## src/rtl/rggen_irq_controller_ex.sv

```systemverilog
// Interrupt controller for generated register blocks: synchronised sources, edge/level
// capture into sticky status, W1C clear, registered IRQ with hold-off gap and lowest pending ID.
module rggen_irq_controller_ex #(
  parameter int                          TOTAL_INTERRUPTS = 8,
  parameter logic [TOTAL_INTERRUPTS-1:0] EDGE_MASK        = '0,
  parameter int                          SYNC_STAGES      = 2,
  parameter int                          HOLDOFF_WIDTH    = 8,
  parameter int                          ID_WIDTH         = $clog2((TOTAL_INTERRUPTS > 1) ? TOTAL_INTERRUPTS : 2)
)(
  input  logic                        clk,
  input  logic                        rst_n,
  input  logic [TOTAL_INTERRUPTS-1:0] i_irq_src,
  input  logic [TOTAL_INTERRUPTS-1:0] i_ier,
  input  logic [TOTAL_INTERRUPTS-1:0] i_isr_clear,
  input  logic [HOLDOFF_WIDTH-1:0]    i_holdoff,
  output logic [TOTAL_INTERRUPTS-1:0] o_isr,
  output logic                        o_irq,
  output logic [ID_WIDTH-1:0]         o_irq_id,
  output logic                        o_irq_id_valid
);

  localparam int N = TOTAL_INTERRUPTS;

  typedef enum logic [1:0] {
    IDLE,
    ACTIVE,
    HOLDOFF
  } state_t;

  logic [N-1:0]             src_sync;
  logic [N-1:0]             prev;
  logic [N-1:0]             set;
  logic [N-1:0]             pending;
  logic [ID_WIDTH-1:0]      id_next;
  state_t                   state;
  state_t                   state_next;
  logic [HOLDOFF_WIDTH-1:0] cnt;
  logic [HOLDOFF_WIDTH-1:0] cnt_next;

  generate
    if (SYNC_STAGES == 0) begin : g_nosync
      assign src_sync = i_irq_src;
    end else begin : g_sync
      logic [N-1:0] sync_q [SYNC_STAGES];

      always_ff @(posedge clk or negedge rst_n) begin
        if (!rst_n) begin
          for (int unsigned k = 0; k < SYNC_STAGES; k++) sync_q[k] <= '0;
        end else begin
          sync_q[0] <= i_irq_src;
          for (int unsigned k = 1; k < SYNC_STAGES; k++) sync_q[k] <= sync_q[k-1];
        end
      end

      assign src_sync = sync_q[SYNC_STAGES-1];
    end
  endgenerate

  // prev resets to 0, so a source already high at release counts as a rising edge
  assign set     = (src_sync & ~prev & EDGE_MASK) | (src_sync & ~EDGE_MASK);
  assign pending = o_isr & i_ier;

  always_ff @(posedge clk or negedge rst_n) begin
    if (!rst_n) begin
      prev  <= '0;
      o_isr <= '0;
    end else begin
      prev  <= src_sync;
      o_isr <= set | (o_isr & ~i_isr_clear);
    end
  end

  // descending scan so the lowest pending index is the last one written
  always_comb begin
    id_next = '0;
    for (int unsigned i = 0; i < N; i++) begin
      if (pending[N-1-i]) id_next = ID_WIDTH'(N-1-i);
    end
  end

  always_comb begin
    state_next = state;
    cnt_next   = cnt;
    case (state)
      IDLE: begin
        if (|pending) state_next = ACTIVE;
      end
      ACTIVE: begin
        if (pending == '0) begin
          if (i_holdoff == '0) begin
            state_next = IDLE;
          end else begin
            state_next = HOLDOFF;
            cnt_next   = i_holdoff;
          end
        end
      end
      HOLDOFF: begin
        cnt_next = cnt - HOLDOFF_WIDTH'(1);
        if (cnt == HOLDOFF_WIDTH'(1)) state_next = IDLE;
      end
      default: state_next = IDLE;
    endcase
  end

  always_ff @(posedge clk or negedge rst_n) begin
    if (!rst_n) begin
      state          <= IDLE;
      cnt            <= '0;
      o_irq          <= 1'b0;
      o_irq_id       <= '0;
      o_irq_id_valid <= 1'b0;
    end else begin
      state          <= state_next;
      cnt            <= cnt_next;
      o_irq          <= (state_next == ACTIVE);
      o_irq_id       <= id_next;
      o_irq_id_valid <= |pending;
    end
  end

endmodule

```

## config.mk

```make
export PLATFORM = sky130hd
export DESIGN_NAME = rggen_irq_controller_ex
export DESIGN_NICKNAME = d
export VERILOG_FILES = /design/src/rtl/rggen_irq_controller_ex.sv
export SDC_FILE = /design/constraint.sdc
export NUM_CORES = 1
export LEC_CHECK = 0
export ABC_AREA = 1
export BUFFER_PORTS_ARGS = -buffer_cell sky130_fd_sc_hd__buf_2
export CAP_MARGIN = 30
export CORE_UTILIZATION = 45
export DETAILED_ROUTE_END_ITERATION = 8
export PLACE_DENSITY = 0.71
export SKIP_CTS_REPAIR_TIMING = 1
export SLEW_MARGIN = 5
export SYNTH_ARGS = -nofsm -noshare
export SYNTH_HDL_FRONTEND = slang
export SYNTH_SLANG_ARGS = --single-unit
```

## constraint.sdc

```tcl
create_clock -name clk -period 1.45 [get_ports clk]
set_input_delay 0 -clock clk [delete_from_list [all_inputs] [get_ports clk]]
set_output_delay 0 -clock clk [all_outputs]
set_load 0.03 [all_outputs]
```

Yosys cells after proc, flatten, opt, wreduce, memory -nomap -nowiden --
Index checks and enable logic that the tools add are counted.
Storage, ports and cells: register bits after elaboration 39, latch bits 0, RAM bits 0, ROM bits 0, input bits 34, output and inout bits 13, memories 0
Cells by class: add/sub/neg operators 1, multipliers 0, divide/modulo/power cells 0, magnitude comparators 0, equality and inequality tests 6, shift-type cells 0, multiplexer cells 16, bitwise gates (word level) 4, reductions and logical operators 6
Operators by type and width (number):
- 2-to-1 mux 3 bit | 8
- bitwise AND 8 bit | 2
- logical NOT 8 bit | 2
- 2-to-1 mux 8 bit | 2
- case mux 8 bit (2 select lines) | 1
- equality test 8 x 1 -> 1 bit (second input constant) | 1
- 2-to-1 mux 2 bit | 4
- NOT 8 bit | 1
- bitwise OR 8 bit | 1
- OR reduction 8 bit | 1
- subtractor 8 x 1 -> 8 bit (second input constant) | 1
- case mux 2 bit (3 select lines) | 1
- equality test 2 x 1 -> 1 bit (second input constant) | 2
- != test 2 bit (second input constant) | 2
- AND reduction 3 bit | 1
- equality test 2 bit (second input constant) | 1
- logical NOT 2 bit | 1
- nonzero test 2 bit | 1

Logic depth before layout (Yosys ltp) --
depth after elaboration 9, mapped depth 10

Least setup slack after synthesis --
Ideal clock, no wire load.
path type register to register, start point register o_isr[2], end point register cnt[0], arrival 1.254 ns, required time 1.333 ns, slack 0.080 ns, stages on the path, launching flop included 11, period minus slack after synthesis 1.370 ns, cell sequence dfrtp_1 nand2_2 nand2_2 nor2_4 nand2_4 clkinv_2 nand2_4 nand2_1 nand2_2 nand2_1 nand2_1
Between the ends: cells in the longest elaborated chain, start to end 4
RTL lines:
- start: declaration | RTL line 16 | output logic [TOTAL_INTERRUPTS-1:0] o_isr,
- start signal: assignment | RTL line 69 | o_isr <= set | (o_isr & ~i_isr_clear);
- bitwise AND 8 bit | RTL line 61 | assign pending = o_isr & i_ier;
- logical NOT 8 bit | RTL line 89 | if (pending == '0) begin
- != test 2 bit (no line)
- AND reduction 3 bit (no line)
- end signal: assignment | RTL line 115 | cnt <= cnt_next;
- end: declaration | RTL line 37 | logic [HOLDOFF_WIDTH-1:0] cnt;
No other way between the ends. A chain may end at the register's enable or synchronous reset.

Worst setup path in the final report --
start point register o_isr[5], end point register cnt[4]
Same word-level chain as after synthesis.

==> metrics.txt <==
Cell Count, Final, Fillers Out=323; CTS Buf Count=5; crit-path max cell delay=0.41 ns; post-synthesis sequential area ratio=55.9%; final-stage net count=314; ranking of synthesized cells by area=dfrtp_1 56%, nand2_1 13%, inv_1 4.9%; DP Area=2060 µm²; fillers=318; first-pass GRT wire length=5.46 mm; worst hold start=i_ier[0]; Net Sw Frac=35.4%; clock share of power=26.6%; initial antenna violation count=0; # setup viols final=0; Max Transition Viols Final=0; most common cell after layout, fill and taps aside=nand2_1; Die Y=64.3 µm; slowest CP cell=dfrtp_1; total chip power=3.60 mW; CTS root buffer=clkbuf_8; Seq pwr share=39.1%; grt total ovfl=0; power per cell area=1470 nW/µm²; Hold Fails Final Rpt=0; TritonRoute pass-1 iters=4; 1st-iter DRT viols=37; Syn Nets=232; post-DR vias/cell=4.59; CP Max Fanout=8; I/O pins=47; Worst setup SP type=flop; vias in the first global route=1297; PortBufs=46; ANT nets after route=0; worst reg2reg endpoint=cnt[4]; hpwl dp=2.51 mm; cell internal pwr=2.32 mW; HP Class=input port to flop; Leak=1.33 nW; Worst Setup Path Type=flop to flop; die area=4130 µm²; H-tree Lvls=2; Tmin final=1.41 ns; GP Congestion=0.892; via count=1484; Arrival @ worst endpoint=1.64 ns; Antenna diodes=0; Clk pin slew, worst setup/hold paths=0.08 ns; Max-slew headroom=65.9%; Placed Cells=289; post-synth top area share=55.9%; hold path endpoint=o_irq_id[0]; Setup Skew=0.00704 ns; DIE WIDTH=64.3 µm; Avg Synthesized Cell Area=9.09 µm²; post-synth design cell area=1750 µm²; max cap viols=0; share of layout cells above drive strength 1=32.0%; yosys warns=0; worst skew pair latency=0.29 ns; area grow syn2layout=40.1%; DR WL/cell=11.2 µm; final wirelength=3.63 mm; Logic pwr share=34.3%; cell taking the most area after synthesis=dfrtp_1; clock sink count=39; synthesized flop and latch total=39; CP Capture Type=flop; Final Cell Area=2450 µm²; Psw=1.27 mW; RSZ-0062 raised after global routing=yes; R2R setup slack=0.04 ns; # rows=22; initial core utilization=47.3%; status=complete, no violations; area of the core=3690 µm²; most frequent cells in the layout=58 x nand2_1, 46 x buf_2, 39 x dfrtp_1, 22 x inv_1, 17 x dlygate4sd3_1; final hold slack=0.0174 ns; Overall Global Routing Usage=17.7%; final period utilization=97.5%; cell depth of the worst min-delay path=3; CP cell instances=nand2_2, nand2_2, nor2_4, nand2_4, inv_4, nand2_4, a21boi_4, nand2_1, nand2_1; worst slew pin tran=0.512 ns; utilization after layout=66.3%; Reg2Reg Depth=9; worst vdd ir=0.770 mV; worst endpoint required time=1.68 ns; clk buf depth=2; Synth cell types=21; largest net degree at the start of global routing=24; residual DRC count=0; worst reg2reg startpoint=o_isr[5]; fmax=707 MHz; CTS tree=built; synthesized instance count=192
[synthesized netlist by cell type (all sizes together)]
library cell / instances
nor3: 1
a31oi: 1
o21bai: 8
xor2: 1
clkinv: 1
a21oi: 1
a21boi: 2
nor2: 15
ha: 6
o21ai: 7
dfrtp: 39
nand4: 1
nand2: 72
inv: 23
nand3b: 1
nand3: 12
clkbuf: 1
[per-layer routing]
layer / GRT usage (%) / vias up / share of wire (%)
met2: 30.0 / 32 / 52
li1: - / 761 / -
met4: 7.50 / 0 / 1.8
met5: 0 / - / 0
met1: 20.2 / 681 / 42
met3: 6.07 / 10 / 4.0
[power by group through the flow]
stage / clock (mW) / sequential, mW / combinational [mW]
after floorplan: 0 / 1.48 / 0.764
after global placement: 0 / 1.42 / 1.12
after detailed placement: 0 / 1.42 / 1.16
after CTS: 0.977 / 1.41 / 1.17
after global routing: 1.03 / 1.43 / 1.40
final: 0.956 / 1.41 / 1.24
[worst max path at each step]
stage / startpoint / endpoint / slack, ns
finish: o_isr[5] / cnt[4] / 0.04
detailed placement: o_isr[3] / cnt[6] / 0.06
global placement: o_isr[3] / cnt[6] / 0.11
CTS: o_isr[4] / cnt[4] / 0.03
floorplan: o_isr[2] / cnt[0] / 0.08
global route: o_isr[3] / cnt[4] / -0.05
[critical path, delay by kind of cell (launching register included)]
family	cells	cell delay (ns)
simple gates	7	0.59
buf+inv	1	0.06
compound gates	1	0.28
flops	1	0.41
[layout make-up]
class                      instances  area (µm²)  area share (%)
timing repair buffer              76         498            20.4
clock inverter                     2        38.8            1.59
inverter                          24        92.6            3.79
multi-input combinational        128         698            28.5
clock buffer                       6        82.6            3.38
sequential                        39         976            39.9
tap                               48        60.1            2.46
[state kept, by name, summed over array words and instances, names as in the netlist]
name,flops
cnt,8
g_sync.sync_q,8
o_isr,8
set,8
o_irq_id,3
state,2
o_irq,1
o_irq_id_valid,1
[logic make-up (layout without fill, tap and decap cells)]
group / count (synthesis) / count (layout) / synth area share, %
buf+inv: 25 / 108 / 5.45
xor+xnor: 1 / 1 / 0.502
simple gates: 102 / 102 / 26.2
flops: 39 / 39 / 55.9
compound gates: 19 / 19 / 7.60
fa+ha+maj: 6 / 6 / 4.30
[stage by stage]
step	setup WS (ns)	TNS (ns)
2_1_floorplan	0.0798	0
3_3_place_gp	0.105	0
3_5_place_dp	0.0609	0
4_1_cts	0.0261	0
5_1_grt	-0.0504	-0.333
6_report	0.0366	0
Power figures use the tool's default switching activity.
